<file path="config.mk">
export PLATFORM = sky130hd
export DESIGN_NAME = durbin_coeff_bank_flat
export DESIGN_NICKNAME = d
export VERILOG_FILES = /design/src/rtl/durbin_coeff_bank_pkg.sv /design/src/rtl/durbin_coeff_bank_if.sv /design/src/rtl/durbin_coeff_bank_ram.sv /design/src/rtl/durbin_coeff_bank.sv /design/src/flat_wrapper.sv
export SDC_FILE = /design/constraint.sdc
export NUM_CORES = 1
export LEC_CHECK = 0
export BUFFER_PORTS_ARGS = -buffer_cell sky130_fd_sc_hd__buf_2
export CAP_MARGIN = 20
export CORE_MARGIN = 1.5
export CORE_UTILIZATION = 50
export DETAILED_ROUTE_END_ITERATION = 8
export MAX_ROUTING_LAYER = met4
export PLACE_DENSITY = 0.76
export SLEW_MARGIN = 20
export SYNTH_ARGS = -nofsm -noshare
export SYNTH_HDL_FRONTEND = slang
export SYNTH_HIERARCHICAL = 1
export SYNTH_SLANG_ARGS = --single-unit
</file>
<file path="constraint.sdc">
create_clock -name iClock -period 10.75 [get_ports iClock]
set_clock_uncertainty 0.2 [all_clocks]
set_input_delay 2.15 -clock iClock [delete_from_list [all_inputs] [get_ports iClock]]
set_output_delay 2.15 -clock iClock [all_outputs]
set_load 0.01 [all_outputs]
</file>
<file path="src/rtl/durbin_coeff_bank_pkg.sv">
// Shared types and constants for the Durbin coefficient bank.
// Coefficients are stored in a triangular layout: order m occupies
// m consecutive words starting at tri_base(m) = m*(m-1)/2.
package durbin_pkg;

    localparam int DEF_MAX_ORDER = 12;
    localparam int DEF_COEFF_W   = 12;
    localparam int DEF_ORDER_W   = 5;

    typedef enum logic {
        IDLE   = 1'b0,
        STREAM = 1'b1
    } state_t;

    // First word of order m; tri_base(MAX_ORDER+1) is the total depth.
    function automatic int unsigned tri_base(input int unsigned m);
        if (m == 0)
            return 0;
        return (m * (m - 1)) / 2;
    endfunction

endpackage

</file>
<file path="src/rtl/durbin_coeff_bank_if.sv">
// Load / unload / stream bus of the coefficient bank.
// master: the Durbin recursion + downstream consumer side; slave: the bank.
interface durbin_coeff_bank_if
    import durbin_pkg::*;
#(
    parameter int COEFF_W = DEF_COEFF_W,
    parameter int ORDER_W = DEF_ORDER_W
) ();
    logic               iLoad;
    logic [ORDER_W-1:0] iM;
    logic [COEFF_W-1:0] iCoeff;
    logic               iUnload;
    logic [ORDER_W-1:0] iBestM;
    logic               iReady;
    logic [COEFF_W-1:0] oCoeff;
    logic               oValid;
    logic               oLast;
    logic               oBusy;
    logic               oError;
    logic               oOverflow;

    modport slave (
        input  iLoad, iM, iCoeff, iUnload, iBestM, iReady,
        output oCoeff, oValid, oLast, oBusy, oError, oOverflow
    );

    modport master (
        output iLoad, iM, iCoeff, iUnload, iBestM, iReady,
        input  oCoeff, oValid, oLast, oBusy, oError, oOverflow
    );
endinterface

</file>
<file path="src/rtl/durbin_coeff_bank_ram.sv">
// Triangular coefficient array: one write port, one registered read port.
// Addresses are formed from (order, index); the caller guarantees range.
// The read register only updates on iRe so the presented word holds
// across downstream stalls.
module coeff_tri_ram
    import durbin_pkg::*;
#(
    parameter int MAX_ORDER = DEF_MAX_ORDER,
    parameter int COEFF_W   = DEF_COEFF_W,
    parameter int ORDER_W   = DEF_ORDER_W
) (
    input  logic               iClock,
    input  logic               iReset,
    input  logic               iWe,
    input  logic [ORDER_W-1:0] iWrM,
    input  logic [ORDER_W-1:0] iWrIdx,
    input  logic [COEFF_W-1:0] iWrData,
    input  logic               iRe,
    input  logic [ORDER_W-1:0] iRdM,
    input  logic [ORDER_W-1:0] iRdIdx,
    output logic [COEFF_W-1:0] oRdData
);
    localparam int DEPTH = int'(tri_base(MAX_ORDER + 1));
    localparam int AW    = (DEPTH > 1) ? $clog2(DEPTH) : 1;

    logic [COEFF_W-1:0] mem [DEPTH];
    logic [AW-1:0]      wr_addr;
    logic [AW-1:0]      rd_addr;

    assign wr_addr = AW'(tri_base(32'(iWrM)) + 32'(iWrIdx));
    assign rd_addr = AW'(tri_base(32'(iRdM)) + 32'(iRdIdx));

    // Array write; contents deliberately survive reset.
    always_ff @(posedge iClock) begin
        if (iWe)
            mem[wr_addr] <= iWrData;
    end

    // Registered read, cleared by reset so the output starts at zero.
    always_ff @(posedge iClock) begin
        if (iReset)
            oRdData <= '0;
        else if (iRe)
            oRdData <= mem[rd_addr];
    end
endmodule

</file>
<file path="src/rtl/durbin_coeff_bank.sv">
// Levinson-Durbin coefficient bank: collects coefficients for orders
// 1..MAX_ORDER and streams one complete order over valid/ready.
// Readout is non-destructive; fill counts persist until iClear/iReset.
module durbin_coeff_bank
    import durbin_pkg::*;
#(
    parameter int MAX_ORDER = DEF_MAX_ORDER,
    parameter int COEFF_W   = DEF_COEFF_W,
    parameter int ORDER_W   = DEF_ORDER_W
) (
    input  logic                 iClock,
    input  logic                 iReset,
    input  logic                 iEnable,
    input  logic                 iClear,
    durbin_coeff_bank_if.slave   bus
);
    localparam int               NCNT = 2 ** ORDER_W;
    localparam logic [ORDER_W-1:0] MAXM = ORDER_W'(MAX_ORDER);

    state_t             state;
    logic [ORDER_W-1:0] cnt [NCNT];
    logic [ORDER_W-1:0] m_sel;
    logic [ORDER_W-1:0] idx;
    logic               valid_q, last_q, busy_q, err_q, ovf_q;

    logic               act;
    logic               ld_in_range, ld_room, ul_ok;
    logic [ORDER_W-1:0] cnt_m;
    logic               we, ul_go, adv, re;
    logic [ORDER_W-1:0] rd_m, rd_idx;
    logic [COEFF_W-1:0] rd_data;

    // Decode of the current request against the fill counts.
    always_comb begin
        act         = iEnable && !iReset && !iClear;
        cnt_m       = cnt[bus.iM];
        ld_in_range = (bus.iM != '0) && (bus.iM <= MAXM);
        ld_room     = cnt_m < bus.iM;
        ul_ok       = (bus.iBestM != '0) && (bus.iBestM <= MAXM) &&
                      (cnt[bus.iBestM] == bus.iBestM);
        we          = act && (state == IDLE) && bus.iLoad && ld_in_range && ld_room;
        ul_go       = act && (state == IDLE) && !bus.iLoad && bus.iUnload && ul_ok;
        adv         = act && (state == STREAM) && valid_q && bus.iReady;
        // Fetch word 0 on acceptance, then the next word on each handshake.
        re          = ul_go || (adv && !last_q);
        rd_m        = (state == IDLE) ? bus.iBestM : m_sel;
        rd_idx      = (state == IDLE) ? '0 : idx + 1'b1;
    end

    coeff_tri_ram #(
        .MAX_ORDER (MAX_ORDER),
        .COEFF_W   (COEFF_W),
        .ORDER_W   (ORDER_W)
    ) u_ram (
        .iClock  (iClock),
        .iReset  (iReset),
        .iWe     (we),
        .iWrM    (bus.iM),
        .iWrIdx  (cnt_m),
        .iWrData (bus.iCoeff),
        .iRe     (re),
        .iRdM    (rd_m),
        .iRdIdx  (rd_idx),
        .oRdData (rd_data)
    );

    // Fill counters, stream FSM and registered status outputs.
    always_ff @(posedge iClock) begin
        if (iReset) begin
            state   <= IDLE;
            m_sel   <= '0;
            idx     <= '0;
            valid_q <= 1'b0;
            last_q  <= 1'b0;
            busy_q  <= 1'b0;
            err_q   <= 1'b0;
            ovf_q   <= 1'b0;
            for (int i = 0; i < NCNT; i++)
                cnt[i] <= '0;
        end else if (iEnable) begin
            err_q <= 1'b0;
            if (iClear) begin
                state   <= IDLE;
                valid_q <= 1'b0;
                last_q  <= 1'b0;
                busy_q  <= 1'b0;
                ovf_q   <= 1'b0;
                for (int i = 0; i < NCNT; i++)
                    cnt[i] <= '0;
            end else begin
                case (state)
                    IDLE: begin
                        if (bus.iLoad) begin
                            // Load wins over a same-cycle unload.
                            if (!ld_in_range) begin
                                err_q <= 1'b1;
                            end else if (ld_room) begin
                                cnt[bus.iM] <= cnt_m + 1'b1;
                            end else begin
                                ovf_q <= 1'b1;
                                err_q <= 1'b1;
                            end
                        end else if (bus.iUnload) begin
                            if (ul_ok) begin
                                state   <= STREAM;
                                m_sel   <= bus.iBestM;
                                idx     <= '0;
                                valid_q <= 1'b1;
                                last_q  <= (bus.iBestM == ORDER_W'(1));
                                busy_q  <= 1'b1;
                            end else begin
                                err_q <= 1'b1;
                            end
                        end
                    end
                    STREAM: begin
                        // Loads cannot be honoured mid-stream; unloads are ignored.
                        if (bus.iLoad)
                            err_q <= 1'b1;
                        if (adv) begin
                            if (last_q) begin
                                state   <= IDLE;
                                valid_q <= 1'b0;
                                last_q  <= 1'b0;
                                busy_q  <= 1'b0;
                            end else begin
                                idx    <= idx + 1'b1;
                                last_q <= ((idx + ORDER_W'(2)) == m_sel);
                            end
                        end
                    end
                    default: state <= IDLE;
                endcase
            end
        end
    end

    assign bus.oCoeff    = rd_data;
    assign bus.oValid    = valid_q;
    assign bus.oLast     = last_q;
    assign bus.oBusy     = busy_q;
    assign bus.oError    = err_q;
    assign bus.oOverflow = ovf_q;
endmodule

</file>
<file path="src/flat_wrapper.sv">
// flat-port wrapper written by rule: the top's interface ports become plain ports
module durbin_coeff_bank_flat import durbin_pkg::*;
#(
    parameter int MAX_ORDER = DEF_MAX_ORDER,
    parameter int COEFF_W   = DEF_COEFF_W,
    parameter int ORDER_W   = DEF_ORDER_W
)
  (iClock, iReset, iEnable, iClear, bus_iLoad, bus_iM, bus_iCoeff, bus_iUnload, bus_iBestM, bus_iReady, bus_oCoeff, bus_oValid, bus_oLast, bus_oBusy, bus_oError, bus_oOverflow);
  durbin_coeff_bank_if #(.COEFF_W(COEFF_W), .ORDER_W(ORDER_W)) bus_i ();
  input  logic iClock;
  input  logic iReset;
  input  logic iEnable;
  input  logic iClear;
  input wire logic [$bits(bus_i.iLoad)-1:0] bus_iLoad;
  input wire logic [$bits(bus_i.iM)-1:0] bus_iM;
  input wire logic [$bits(bus_i.iCoeff)-1:0] bus_iCoeff;
  input wire logic [$bits(bus_i.iUnload)-1:0] bus_iUnload;
  input wire logic [$bits(bus_i.iBestM)-1:0] bus_iBestM;
  input wire logic [$bits(bus_i.iReady)-1:0] bus_iReady;
  output wire logic [$bits(bus_i.oCoeff)-1:0] bus_oCoeff;
  output wire logic [$bits(bus_i.oValid)-1:0] bus_oValid;
  output wire logic [$bits(bus_i.oLast)-1:0] bus_oLast;
  output wire logic [$bits(bus_i.oBusy)-1:0] bus_oBusy;
  output wire logic [$bits(bus_i.oError)-1:0] bus_oError;
  output wire logic [$bits(bus_i.oOverflow)-1:0] bus_oOverflow;
  assign bus_i.iLoad = bus_iLoad;
  assign bus_i.iM = bus_iM;
  assign bus_i.iCoeff = bus_iCoeff;
  assign bus_i.iUnload = bus_iUnload;
  assign bus_i.iBestM = bus_iBestM;
  assign bus_i.iReady = bus_iReady;
  assign bus_oCoeff = bus_i.oCoeff;
  assign bus_oValid = bus_i.oValid;
  assign bus_oLast = bus_i.oLast;
  assign bus_oBusy = bus_i.oBusy;
  assign bus_oError = bus_i.oError;
  assign bus_oOverflow = bus_i.oOverflow;
  durbin_coeff_bank #(.MAX_ORDER(MAX_ORDER), .COEFF_W(COEFF_W), .ORDER_W(ORDER_W)) u_core (.iClock(iClock), .iReset(iReset), .iEnable(iEnable), .iClear(iClear), .bus(bus_i));
endmodule
</file>
; ---- Yosys cells after proc, flatten, opt, wreduce, memory -nomap -nowiden
; Memory sizes are Yosys's and may differ from the RTL's. A register that Yosys moved wholly into a read port is not among the register bits.
; Cells that the tools add are included.
; Widths: inputs -> output; s select.
[op_classes]
addsub = 7
multipliers = 2
n_lt_le_gt_ge = 3
n_eq_ne = 15
muxes = 97
n_bitwise = 35
reduce_logical = 33
[op_table]
columns = cell, n
row1 = $mux 5, 41
row2 = $mux 1, 49
row3 = $or 1x1->1, 32
row4 = $logic_and 1x1->1, 16
row5 = $mul 6x6->8, 2
row6 = $add 7x5->7, 2
row7 = $mux 7, 2
row8 = $ne 2x2->1 const B, 6
row9 = $ne 3x3->1 const B, 4
row10 = $reduce_and 6->1, 2
row11 = $sub 5x1->6 const B, 2
row12 = $add 5x1->5 const B, 2
row13 = $eq 5x5->1, 2
row14 = $le 5x4->1 const B, 2
row15 = $logic_not 5->1, 2
row16 = $pmux 5 s2, 1
row17 = $reduce_and 5->1, 2
row18 = $reduce_bool 5->1, 2
row19 = $pmux 1 s2, 4
row20 = $reduce_and 7->1, 1
row21 = $add 5x2->5 const B, 1
row22 = $eq 5x1->1 const B, 1
row23 = $lt 5x5->1, 1
row24 = $reduce_or 5->1, 1
row25 = 6 further kinds, 12
[totals]
register_bits = 15
mem_bits_rw = 1096
input_bits = 29
mem_count = 2
[mem_list]
columns = name, depth, width, rd, rd_ports_with_merged_regs, write_ports, line
row1 = u_core.u_ram.mem, 78, 12, 1, 1, 1, durbin_coeff_bank_ram.sv:26  ; logic [COEFF_W-1:0] mem [DEPTH];
row2 = u_core.cnt, 32, 5, 2, 0, 32, durbin_coeff_bank.sv:21  ; logic [ORDER_W-1:0] cnt [NCNT];

; ---- Logic depth before layout (Yosys ltp)
; An unclocked memory read counts as a cell.
[depth]
word_depth = 12
ltp_mapped = 28
ltp_nobuf = 24

; ---- By module
; The synthesis kept the hierarchy.
[by_module_without_submodules]
columns = module, instances, cells_each, area_per_inst_um2, seq_area_each_um2
row1 = coeff_tri_ram, 1, 1971, 38748.4, 28347.2
row2 = durbin_coeff_bank, 1, 621, 8745.9, 5104.9

; ---- Worst setup path before layout
; OpenSTA, ideal clock, no wires.
[synth_timing]
kind = input-to-reg
startpoint = input bus_iBestM[1]
endpoint = register u_core.u_ram.oRdData[10] (read register of u_core.u_ram.mem)
arrival_ns = 8.087
t_required_ns = 10.430
setup_slack_ns = 2.343
cell_stages = 26
path_buffers = 4
path_cell_list = clkbuf_1 > buf_1 > clkbuf_1 > mux2_2 > inv_1 > ha_1 > nor4b_4 > nor2_1 > nor2_1 > fa_1 > inv_1 > fa_1 > fa_1 > inv_1 > fa_1 > inv_1 > fa_1 > nor2_1 > ha_1 > a21o_1 > a211o_1 > and2_1 > clkbuf_1 > o21ai_0 > a21oi_1 > o31a_1
[synth_via]
elab_chain_len = 5
[synth_rtl]
columns = element, line
row1 = from (decl), flat_wrapper.sv:18  ; input wire logic [$bits(bus_i.iBestM)-1:0] bus_iBestM;
row2 = $mux 5 *, durbin_coeff_bank.sv:46  ; rd_m = (state == IDLE) ? bus.iBestM : m_sel;
row3 = named net u_core.rd_m[1], durbin_coeff_bank.sv:30  ; logic [ORDER_W-1:0] rd_m, rd_idx;
row4 = $sub 5x1->6 or $logic_not 5->1 (tied branches), "durbin_coeff_bank_pkg.sv:19, durbin_coeff_bank_pkg.sv:17"
row5 = $mul 6x6->8 or $mux 1 (tied branches), "durbin_coeff_bank_pkg.sv:19, durbin_coeff_bank_pkg.sv:17"
row6 = $mux 7 *, durbin_coeff_bank_pkg.sv:19  ; return (m * (m - 1)) / 2;
row7 = $add 7x5->7 *, durbin_coeff_bank_ram.sv:31  ; assign rd_addr = AW'(tri_base(32'(iRdM)) + 32'(iRdIdx));
row8 = to (decl), durbin_coeff_bank_ram.sv:21  ; output logic [COEFF_W-1:0] oRdData
; Mark *: on every way through the listed nets, which the timed path passes. The rest lies on a longest branch.
; A chain may end at the register's enable or synchronous reset.

; ---- Worst setup path after layout
[layout_timing]
startpoint = input bus_iM[1]
endpoint = memory u_core/u_ram/mem[44][8] in the netlist's numbering (enable)
[layout_via]
elab_chain_len = 6
[layout_rtl]
columns = element, line
row1 = from (decl), flat_wrapper.sv:15  ; input wire logic [$bits(bus_i.iM)-1:0] bus_iM;
row2 = branches (longest 6 deep; another with $mul 6x6->8), n/a
row3 = to (decl), durbin_coeff_bank_ram.sv:26
; Several ways; the timed one is not identified.

==> impl_metrics.yaml <==
synthesis:
  synthFlopType: "edfxtp_1"
  synth_top_family_by_area: "multiplexers"
  synth.area.top_cells: "edfxtp_1 69%, mux4_2 15%, nand2_1 1.5%, nor2_1 1.5%, ha_1 1.4%"
  syn_area_per_cell_sq_um: 18.32
  synth.distinct_cells: 75
  yosysSeqAreaShare: 0.7043
  synthArstFlopShare: 0
  synth-simple-area-share: 0.05264
  synth.area.mux_share: 0.1604
  syn_inst: 2592
  synth_area_sq_um: 47490
  ys_ff_latch: 1123
  netlist.area_leader.share: 0.6930
  synth-compound-area-share: 0.02937
  synthAdderAreaFrac: 0.02476
  yosysWarnings: 6
  synth_edf_count: 1096
  synth_xor_area_frac: 0.007666
  yosys.area.top_type: "edfxtp_1"
placed_design:
  gp_congestion: 0.9562
  io_buffers: 45
  post-dp-hpwl_mm: 68.26
  placed_area_sq_um: 49710
worst_setup_path:
  rrSetupSlack_ns: 3.40
  path_buf_inv: 7
  crit_start: "bus_iM[1]"
  cp_max_fo: 55
  rr_worst_depth: 22
  endpoint: "u_core/u_ram/mem[44][8]"
  reg2reg_to: "u_core/u_ram/oRdData[5]"
  cpLargestDelayFamily: "adder cells"
  arrival_ns: 8.85
  worstPathRequired_ns: 10.83
  cp-start-kind: "input port"
  slowest_delay_ns: 0.83
  end_kind: "flip-flop"
  path_class: "input port to flip-flop"
  path_depth: 23
  slowest_stage: "nor2_1"
  cp_cell_sequence: "buf_2, buf_4, inv_1, ha_1, nand2_1, xnor2_1, nand2_1, fa_1, inv_1, fa_1, fa_1, inv_1, fa_1, inv_1, fa_1, nor2b_1, ha_1, inv_1, o21bai_1, and2_1, mux2_4, or4_4, nor2_1"
  r2r_start: "u_core/state"
power:
  cellPowerDensity_nw_per_um2: 200.4
  max-vdd-ir-drop_uv: 158.4
  pwr-share-clk: 0.353
  sequentialPowerShare: 0.457
  p_switching_mw: 2.979
  switching_share: 0.2788
  internal_power_mw: 7.706
  power.combinational.fraction: 0.190
  p_leak_nw: 17.61
clock_tree:
  clock_latency_ns: 0.71
  root_buffer: "clkbuf_16"
  hold_buffers: 0
  cts_setup_buffers: 0
  clockBufferDepth: 3
  cts_made_buffers: 111
  clkSlewWorstSetupHoldPaths_ns: 0.06
  cts_max_level: 3
  cts_tree: "yes"
  cts_sinks: 1123
  post_cts_resize_count: 0
floorplanning:
  die_h_um: 311.2
  row_count: 112
  core_area_sq_um: 93750
  die_w_um: 311.2
  ioPinCount: 46
  start_util: 0.5066
  die_area_sq_um: 96850
finish:
  num-fill-cells: 6761
  design_area_sq_um: 53310
  layout-drive-gt1-share: 0.2274
  area_delta_synth_final_pct: 12.25
  ff_latch_area_sq_um: 33450
  layout.nets: 2905
  multi_input_area_sq_um: 13500
global_routing:
  grt_max_degree: 121
  first_global_vias: 25503
  grt_use_total: 0.2435
  antenna_found_initial: 0
  grt-ovfl-total: 0
  grt_pass1_wl_mm: 170.0
route:
  wl_met1_mm: 43.87
  num_vias: 25590
  met2WireLength_mm: 54.16
  drc_errors: 0
  via_per_inst: 6.175
  final_antenna_net_count: 0
  dr.pass1.iters: 8
  routedWlPerCell_um: 27.40
  wl_met3_mm: 12.03
  top_layer_used: "met4"
  wirelength_mm: 113.6
  drt_iter0_drc: 3181
run_status:
  status: "finished clean"
timing:
  final-max-slew-violation-count: 0
  tightestPinTransition_ns: 1.112
  finalSetupViolCount: 0
  post-route-period-util: 0.8154
  hold_ws_ns: 0.2853
  max-slew-margin-rel: 0.2586
  min_period_ns: 8.766
  clock.fmax_ghz: 0.1141
  report.final.hold_viol_count: 0
  rsz0062_at_grt: "false"
  setup_tns_ns: 0
run:
  cap_violations: 0
worst_hold_path:
  min_path_type: "flip-flop to flip-flop"
[power groups by stage]
| stage | logic, mW | clock network [mW] | registers (mW) |
|---|---|---|---|
| after floorplan | 1.30 | 0 | 4.97 |
| after global placement | 1.94 | 0 | 4.97 |
| after detailed placement | 1.98 | 0 | 4.98 |
| after CTS | 1.99 | 3.82 | 4.89 |
| after global routing | 2.13 | 3.99 | 4.89 |
| final | 2.03 | 3.77 | 4.89 |
[worst min path at each step]
stage,startpoint,to,slack [ns],depth (start not counted)
after floorplan,u_core/m_sel[4],u_core/m_sel[4],0.28,1
after global placement,u_core/bus.oError,u_core/bus.oError,0.26,2
after detailed placement,u_core/bus.oError,u_core/bus.oError,0.28,2
after CTS,u_core/bus.oError,u_core/bus.oError,0.29,2
after global routing,u_core/m_sel[4],u_core/m_sel[4],0.32,1
final,u_core/bus.oError,u_core/bus.oError,0.29,2
[synthesized netlist by cell type, types with 4 or more instances]
library cell  number
a211oi_1           8
a21o_1             7
a21oi_1           77
a221oi_1           8
a31oi_1            9
a32oi_1           14
and2_1            11
buf_1             14
buf_2             33
buf_4             17
buf_6              9
clkbuf_1          65
dfxtp_1           27
edfxtp_1        1096
fa_1              25
ha_1              54
inv_1             77
mux2_2            20
mux2i_1           42
mux4_2           308
nand2_1          188
nand2b_1           9
nand3_1           32
nand4_1            9
nand4b_1           4
nor2_1           185
nor2_2             8
nor2b_1           30
nor3_1            19
nor4_1             5
o21ai_0           50
o21bai_1          15
o22ai_1            5
o31a_1             5
or2_2              8
or3_1              4
or4_4              4
xnor2_1           28
xor2_1            11
[placed cells by master (no fill, tap or decap), types with 7 or more instances in the layout]
cell type / n
inv_1: 77
nor2_1: 183
clkinv_1: 24
edfxtp_1: 1096
nor2b_1: 30
buf_2: 44
nand2b_1: 9
mux2i_1: 42
xor2_1: 9
nand3_1: 32
buf_4: 82
mux4_2: 308
a21o_1: 7
o21ai_0: 50
nand2_1: 188
or2_2: 9
nor2_2: 10
nor3_1: 19
a21oi_1: 76
bufinv_16: 9
o21bai_1: 15
ha_1: 53
and2_1: 11
a31oi_1: 9
fa_1: 24
a221oi_1: 8
conb_1: 100
dfxtp_1: 27
nand4_1: 9
xnor2_1: 26
a32oi_1: 14
clkinv_2: 20
mux2_2: 20
a211oi_1: 8
clkbuf_16: 112
clkbuf_1: 25
[state kept, by name, summed over array words and instances, names as in the netlist]
name                  count
u_core/u_ram/oRdData     12
u_core/bus.oError         1
u_core/state              1
u_core/bus.oLast          1
u_core/bus.oBusy          1
u_core/cnt              160
u_core/m_sel              5
u_core/u_ram/mem        936
u_core/bus.oOverflow      1
u_core/idx                5
[final cells by class]
| cell class | count | share of cell area |
|---|---|---|
| inverters | 78 | 0.005492 |
| flip-flops and latches | 1123 | 0.6275 |
| clock buffers | 137 | 0.05433 |
| clock inverters | 68 | 0.01227 |
| repair buffers | 131 | 0.01770 |
| well taps | 1254 | 0.02943 |
| multi-input cells | 1352 | 0.2532 |
| diodes | 1 | 0.00004694 |
[per-layer routing]
metal  track usage  up-vias
met5             -        -
met4       0.07927        0
met3       0.04292      230
met2        0.3715     1631
met1        0.3364    13097
li1              -    10632
[worst min-delay path: cells and delay by family (launching register included)]
| kind | cells | cell delay [ns] |
|---|---|---|
| flops | 1 | 0.31 |
| simple gates | 1 | 0.06 |
| compound gates | 1 | 0.07 |
[kinds of logic (layout without fill, tap and decap cells)]
family / Yosys count / in the layout
flops: 1123 / 1123
simple gates: 539 / 539
mux: 372 / 372
compound gates: 222 / 222
buf+inv: 216 / 414
fa+ha+maj: 79 / 79
xor+xnor: 40 / 40
other cells: 1 / 101
[through the flow]
step | std cells | utilization | power (mW) | setup WS, ns
2_1_floorplan | 2691 | - | 6.261 | 2.343
3_3_place_gp | 3936 | 0.5302 | 6.912 | 1.374
3_5_place_dp | 3936 | 0.5302 | 6.953 | 1.257
4_1_cts | 4141 | 0.5681 | 10.70 | 1.926
5_1_grt | 4143 | 0.5686 | 11.01 | 1.639
6_report | 4144 | 0.5687 | 10.68 | 1.984
Power figures use the tool's default switching activity.
